File: src/rtl/cpu_run_monitor_if.sv
// rtl/cpu_run_monitor_if.sv - CPU snoop signals observed by cpu_run_monitor
interface cpu_run_monitor_if #(
    parameter int ADDR_W = 32,
    parameter int DATA_W = 32
);
    logic              clk_enable;
    logic              active;
    logic [ADDR_W-1:0] instr_address;
    logic [DATA_W-1:0] register_v0;

    modport master (
        output clk_enable,
        output active,
        output instr_address,
        output register_v0
    );

    modport slave (
        input clk_enable,
        input active,
        input instr_address,
        input register_v0
    );
endinterface

File: src/rtl/cpu_run_monitor.sv
// rtl/cpu_run_monitor.sv - pass/fail run monitor for CPU directed tests
// Optional misaligned-PC check: define CPU_RUN_MONITOR_ALIGN_CHECK_EN.
module cpu_run_monitor #(
    parameter int                 ADDR_W       = 32,
    parameter int                 DATA_W       = 32,
    parameter int                 CNT_W        = 16,
    parameter logic [ADDR_W-1:0]  RESET_VECTOR = ADDR_W'(32'hBFC00000),
    parameter logic [ADDR_W-1:0]  HALT_ADDR    = '0,
    parameter int                 TIMEOUT      = 1000
) (
    input  logic              clk,
    input  logic              reset_n,
    input  logic              clear,
    cpu_run_monitor_if.slave  cpu,
    input  logic [DATA_W-1:0] expected_v0,
    output logic              done,
    output logic              pass,
    output logic [2:0]        fail_code,
    output logic [CNT_W-1:0]  cycle_count,
    output logic [CNT_W-1:0]  fetch_count,
    output logic [CNT_W-1:0]  branch_count
);

    typedef enum logic [1:0] {
        S_IDLE = 2'd0,
        S_RUN  = 2'd1,
        S_PASS = 2'd2,
        S_FAIL = 2'd3
    } state_t;

    localparam logic [2:0] FC_NONE       = 3'd0;
    localparam logic [2:0] FC_BAD_VECTOR = 3'd1;
    localparam logic [2:0] FC_WRONG_V0   = 3'd2;
    localparam logic [2:0] FC_TIMEOUT    = 3'd3;
    localparam logic [2:0] FC_MISALIGNED = 3'd4;
    localparam logic [2:0] FC_ACTIVE_LOW = 3'd5;

    // Compared zero-extended so a TIMEOUT beyond the counter range simply never fires.
    localparam logic [31:0] TIMEOUT_LAST = 32'(TIMEOUT - 1);

    state_t             state_q, state_d;
    logic               done_q, done_d;
    logic               pass_q, pass_d;
    logic [2:0]         fail_code_q, fail_code_d;
    logic [CNT_W-1:0]   cycle_count_q, cycle_count_d;
    logic [CNT_W-1:0]   fetch_count_q, fetch_count_d;
    logic [CNT_W-1:0]   branch_count_q, branch_count_d;
    logic [ADDR_W-1:0]  prev_addr_q, prev_addr_d;

    logic [ADDR_W-1:0]  seq_addr;
    logic               timeout_hit;

    function automatic logic [CNT_W-1:0] sat_inc(input logic [CNT_W-1:0] v);
        return (&v) ? v : v + CNT_W'(1);
    endfunction

    assign seq_addr    = prev_addr_q + ADDR_W'(4);
    assign timeout_hit = (32'(cycle_count_q) == TIMEOUT_LAST);

    always_comb begin
        state_d        = state_q;
        fail_code_d    = fail_code_q;
        cycle_count_d  = cycle_count_q;
        fetch_count_d  = fetch_count_q;
        branch_count_d = branch_count_q;
        prev_addr_d    = prev_addr_q;

        if (clear) begin
            state_d        = S_IDLE;
            fail_code_d    = FC_NONE;
            cycle_count_d  = '0;
            fetch_count_d  = '0;
            branch_count_d = '0;
            prev_addr_d    = '0;
        end else if (cpu.clk_enable) begin
            case (state_q)
                S_IDLE: begin
                    if (cpu.active) begin
                        if (cpu.instr_address == RESET_VECTOR) begin
                            state_d       = S_RUN;
                            fetch_count_d = CNT_W'(1);
                            prev_addr_d   = cpu.instr_address;
                        end else begin
                            state_d     = S_FAIL;
                            fail_code_d = FC_BAD_VECTOR;
                        end
                    end
                end
                S_RUN: begin
                    // Halt is checked first so it beats a same-edge timeout.
                    if (cpu.instr_address == HALT_ADDR) begin
                        if (cpu.register_v0 == expected_v0) begin
                            state_d = S_PASS;
                        end else begin
                            state_d     = S_FAIL;
                            fail_code_d = FC_WRONG_V0;
                        end
                    end
`ifdef CPU_RUN_MONITOR_ALIGN_CHECK_EN
                    else if (cpu.instr_address[1:0] != 2'b00) begin
                        state_d     = S_FAIL;
                        fail_code_d = FC_MISALIGNED;
                    end
`endif
                    else if (!cpu.active) begin
                        state_d     = S_FAIL;
                        fail_code_d = FC_ACTIVE_LOW;
                    end else if (timeout_hit) begin
                        state_d     = S_FAIL;
                        fail_code_d = FC_TIMEOUT;
                    end else begin
                        cycle_count_d = sat_inc(cycle_count_q);
                        if (cpu.instr_address != prev_addr_q) begin
                            fetch_count_d = sat_inc(fetch_count_q);
                            if (cpu.instr_address != seq_addr) begin
                                branch_count_d = sat_inc(branch_count_q);
                            end
                        end
                        prev_addr_d = cpu.instr_address;
                    end
                end
                default: ;
            endcase
        end

        done_d = (state_d == S_PASS) || (state_d == S_FAIL);
        pass_d = (state_d == S_PASS);
    end

    always_ff @(posedge clk or negedge reset_n) begin
        if (!reset_n) begin
            state_q        <= S_IDLE;
            done_q         <= 1'b0;
            pass_q         <= 1'b0;
            fail_code_q    <= FC_NONE;
            cycle_count_q  <= '0;
            fetch_count_q  <= '0;
            branch_count_q <= '0;
            prev_addr_q    <= '0;
        end else begin
            state_q        <= state_d;
            done_q         <= done_d;
            pass_q         <= pass_d;
            fail_code_q    <= fail_code_d;
            cycle_count_q  <= cycle_count_d;
            fetch_count_q  <= fetch_count_d;
            branch_count_q <= branch_count_d;
            prev_addr_q    <= prev_addr_d;
        end
    end

    assign done         = done_q;
    assign pass         = pass_q;
    assign fail_code    = fail_code_q;
    assign cycle_count  = cycle_count_q;
    assign fetch_count  = fetch_count_q;
    assign branch_count = branch_count_q;

endmodule

File: src/flat_wrapper.sv
// flat-port wrapper written by rule: the top's interface ports become plain ports
module cpu_run_monitor_flat 
#(
    parameter int                 ADDR_W       = 32,
    parameter int                 DATA_W       = 32,
    parameter int                 CNT_W        = 16,
    parameter logic [ADDR_W-1:0]  RESET_VECTOR = ADDR_W'(32'hBFC00000),
    parameter logic [ADDR_W-1:0]  HALT_ADDR    = '0,
    parameter int                 TIMEOUT      = 1000
)
  (clk, reset_n, clear, expected_v0, done, pass, fail_code, cycle_count, fetch_count, branch_count, cpu_clk_enable, cpu_active, cpu_instr_address, cpu_register_v0);
  cpu_run_monitor_if #(.ADDR_W(ADDR_W), .DATA_W(DATA_W)) cpu_i ();
  input  logic clk;
  input  logic reset_n;
  input  logic clear;
  input  logic [DATA_W-1:0] expected_v0;
  output logic done;
  output logic pass;
  output logic [2:0] fail_code;
  output logic [CNT_W-1:0] cycle_count;
  output logic [CNT_W-1:0] fetch_count;
  output logic [CNT_W-1:0] branch_count;
  input wire logic [$bits(cpu_i.clk_enable)-1:0] cpu_clk_enable;
  input wire logic [$bits(cpu_i.active)-1:0] cpu_active;
  input wire logic [$bits(cpu_i.instr_address)-1:0] cpu_instr_address;
  input wire logic [$bits(cpu_i.register_v0)-1:0] cpu_register_v0;
  assign cpu_i.clk_enable = cpu_clk_enable;
  assign cpu_i.active = cpu_active;
  assign cpu_i.instr_address = cpu_instr_address;
  assign cpu_i.register_v0 = cpu_register_v0;
  cpu_run_monitor #(.ADDR_W(ADDR_W), .DATA_W(DATA_W), .CNT_W(CNT_W), .RESET_VECTOR(RESET_VECTOR), .HALT_ADDR(HALT_ADDR), .TIMEOUT(TIMEOUT)) u_core (.clk(clk), .reset_n(reset_n), .clear(clear), .cpu(cpu_i), .expected_v0(expected_v0), .done(done), .pass(pass), .fail_code(fail_code), .cycle_count(cycle_count), .fetch_count(fetch_count), .branch_count(branch_count));
endmodule
File: config.mk
export PLATFORM = sky130hd
export DESIGN_NAME = cpu_run_monitor_flat
export DESIGN_NICKNAME = d
export VERILOG_FILES = /design/src/rtl/cpu_run_monitor_if.sv /design/src/rtl/cpu_run_monitor.sv /design/src/flat_wrapper.sv
export SDC_FILE = /design/constraint.sdc
export NUM_CORES = 1
export LEC_CHECK = 0
export BUFFER_PORTS_ARGS = -buffer_cell sky130_fd_sc_hd__buf_2
export CAP_MARGIN = 20
export CORE_MARGIN = 2
export CORE_UTILIZATION = 30
export DETAILED_ROUTE_END_ITERATION = 8
export PLACE_DENSITY = 0.57
export SKIP_CTS_REPAIR_TIMING = 1
export SYNTH_ARGS = -nofsm -noshare
export SYNTH_HDL_FRONTEND = slang
export SYNTH_SLANG_ARGS = --single-unit
File: constraint.sdc
create_clock -name clk -period 4.3 [get_ports clk]
set_clock_uncertainty 0.15 [all_clocks]
set_input_delay 0 -clock clk [delete_from_list [all_inputs] [get_ports clk]]
set_output_delay 0 -clock clk [all_outputs]
set_load 0.01 [all_outputs]
==> results_dict.tcl <==
set metrics [dict create \
    status "completed" \
    min_path_type "input pin to flop" \
    cts_max_level 3 \
    synth_common_cells "103 x nand2_1, 87 x dfrtp_1, 80 x xnor2_1, 60 x nor2_1, 45 x nand4_1" \
    die_x_um 146 \
    peakVddDrop_mv 0.154 \
    max_slew_margin 0.522 \
    portBuffers 153 \
    reg2regPathDepth 10 \
    synth.most_common_cell "nand2_1" \
    core_area_um2 20000 \
    vias_per_cell 5.11 \
    rsz0062_at_grt "false" \
    syn_area_um2 6080 \
    synth_edf_count 0 \
    path_delay_family "simple AND/OR/NAND/NOR gates" \
    gp_congestion 0.951 \
    hold_depth 3 \
    drv_cap 0 \
    synth.ff_latch_count 87 \
    crit_fanout 26 \
    cts_tree "built" \
    tightest_slew_ps 717 \
    required_ps 4380 \
    reg2reg_to "u_core.branch_count[0]" \
    fin_nets 989 \
    layout_min_cycle_time_ps 3690 \
    yosys-top-cells-area "dfrtp_1 36%, xnor2_1 12%, nand2_1 6.4%, nand4_1 4.6%, nor2_1 3.7%" \
    clkLatencyLatePin_ps 350 \
    synth_top_area_frac 0.358 \
    hold_viol 0 \
    multiInputGateArea_um2 3710 \
    area_growth_pct 28.5 \
    vias 5922 \
    antenna_found_initial 0 \
    synth_cell_types 70 \
    dp_hpwl_um 13800 \
    start_util 0.303 \
    drive_gt1_frac 0.234 \
    worstSetupStartpointType "flop" \
    async_flop_share 1.00 \
    drt_iter0_markers 309 \
    avgSynthCellArea_um2 8.53 \
    cts_made_buffers 9 \
    grt_pass1_wl_um 30200 \
    dieArea_um2 21400 \
    hold_end "u_core.cycle_count[2]" \
    yosysTopAreaCell "dfrtp_1" \
    regArea_um2 2180 \
    finalCritPeriodShare 0.857 \
    slowest_stage "or4_4" \
    grt_pass1_vias 5659 \
    hp-start "clear" \
    crit_chain "ha_1, nand4_4, or4_4, or3_1, a221oi_2, nand4b_1, and4b_1, buf_4, nor2_1, mux2_4" \
    powerDensity_nw_per_um2 267 \
    wire_per_inst_um 16.2 \
    p_leak_uw 0.00332 \
    cpPeakStageDelay_ps 510 \
    die_y_um 146 \
    fin_tns_setup_ps 0 \
    seq_area_frac_synth 0.358 \
    syn_nets 818 \
    drc 0 \
    yosysWarningCount 0 \
    r2r_start "u_core.prev_addr_q[3]" \
    grt_use_total 0.175 \
    firstDrtPassIters 4 \
    clock_path_buffers 2 \
    path_buf_inv 1 \
    diodes 0 \
    routed_wl_um 18800 \
    max_freq_ghz 0.271 \
    slew_violations 0 \
    cp.arrival_ps 3770 \
    ant_nets 0 \
    num_rows 52 \
    overflow 0 \
    cts.sinks 87 \
    hold-worst-slack_ps 78.8 \
    crit_path_end_kind "flop" \
    fillers 2098 \
    crit_type "flop to flop" \
    io_pins 154 \
    cts_root_buf "clkbuf_16" \
    synthCells 713 \
    grt_max_degree 54 \
    synth-main-ff-cell "dfrtp_1" \
    clk_pin_slew_worst_paths_ps 70 \
    setup_viol 0 \
    rrSetupSlack_ps 610 \
]
-- through the flow --
step	std cells	util	power, µW	area (µm²)	setup slack, ps
2_1_floorplan	713	-	1050	6080	1230
3_3_place_gp	1108	0.356	1210	7130	687
3_5_place_dp	1108	0.356	1210	7130	649
4_1_cts	1124	0.372	2090	7460	617
5_1_grt	1159	0.390	2190	7810	360
6_report	1159	0.390	2080	7810	614
-- logic make-up (layout without fill, tap and decap cells) --
group	Yosys count	after routing	synth area share
fa+ha+maj	4	4	0.00823
compound gates	89	89	0.103
mux	7	7	0.0144
buf+inv	52	228	0.0371
flops	87	87	0.358
simple gates	370	370	0.329
xor+xnor	104	104	0.150
-- flip-flops by register name (all words and copies together) (netlist names) --
name and cells:
u_core.cycle_count 16, u_core.fetch_count 16, u_core.branch_count 16, u_core.state_q 2
u_core.done 1, u_core.prev_addr_q 32, u_core.fail_code 3, u_core.pass 1
-- power by group --
part / internal [µW] / leakage, µW / switching [µW] / total [µW]
clock: 530 / 0.000165 / 341 / 871
combinational: 146 / 0.00196 / 192 / 338
sequential: 840 / 0.00120 / 35.5 / 875
total: 1520 / 0.00332 / 569 / 2080
-- area by class of cell --
| type | count | share of cell area |
|---|---|---|
| multi-input combinational | 574 | 0.475 |
| sequential | 87 | 0.279 |
| timing repair buffer | 198 | 0.154 |
| tap | 270 | 0.0433 |
| clock buffer | 14 | 0.0376 |
| inverter | 14 | 0.00673 |
| clock inverter | 2 | 0.00449 |
-- routing by layer --
metal	GRT usage	wire (µm)	part of all wire
met1	0.238	8710	0.46
met2	0.285	8840	0.47
met3	0.0372	1030	0.055
met4	0.0466	257	0.014
met5	0	0	0
-- cells in the final DEF (no fill, tap or decap), drive strengths merged, types with 18 or more instances in the layout --
cell / Yosys / layout
xor2: 24 / 24
dlygate4sd3: 0 / 35
nand2: 103 / 103
nand4: 46 / 46
nor3: 28 / 28
nor2: 60 / 60
a21oi: 21 / 21
dfrtp: 87 / 87
nand3: 29 / 29
xnor2: 80 / 80
o21ai: 18 / 18
nor4: 23 / 23
buf: 10 / 163
-- how the worst max path moves through the flow --
stage | startpoint | to | slack, ps | cells after the start
floorplan | u_core.prev_addr_q[2] | u_core.branch_count[0] | 1230 | 12
global placement | u_core.prev_addr_q[2] | u_core.branch_count[0] | 690 | 10
detailed placement | u_core.prev_addr_q[3] | u_core.branch_count[0] | 650 | 10
CTS | u_core.prev_addr_q[2] | u_core.branch_count[0] | 620 | 10
global route | u_core.prev_addr_q[2] | u_core.branch_count[0] | 360 | 10
finish | u_core.prev_addr_q[3] | u_core.branch_count[0] | 610 | 10
-- tightest hold or removal path, stage by stage --
cell	delay [ps]
buf_2	90
buf_4	280
nor2_1	150
Power figures use the tool's default switching activity.
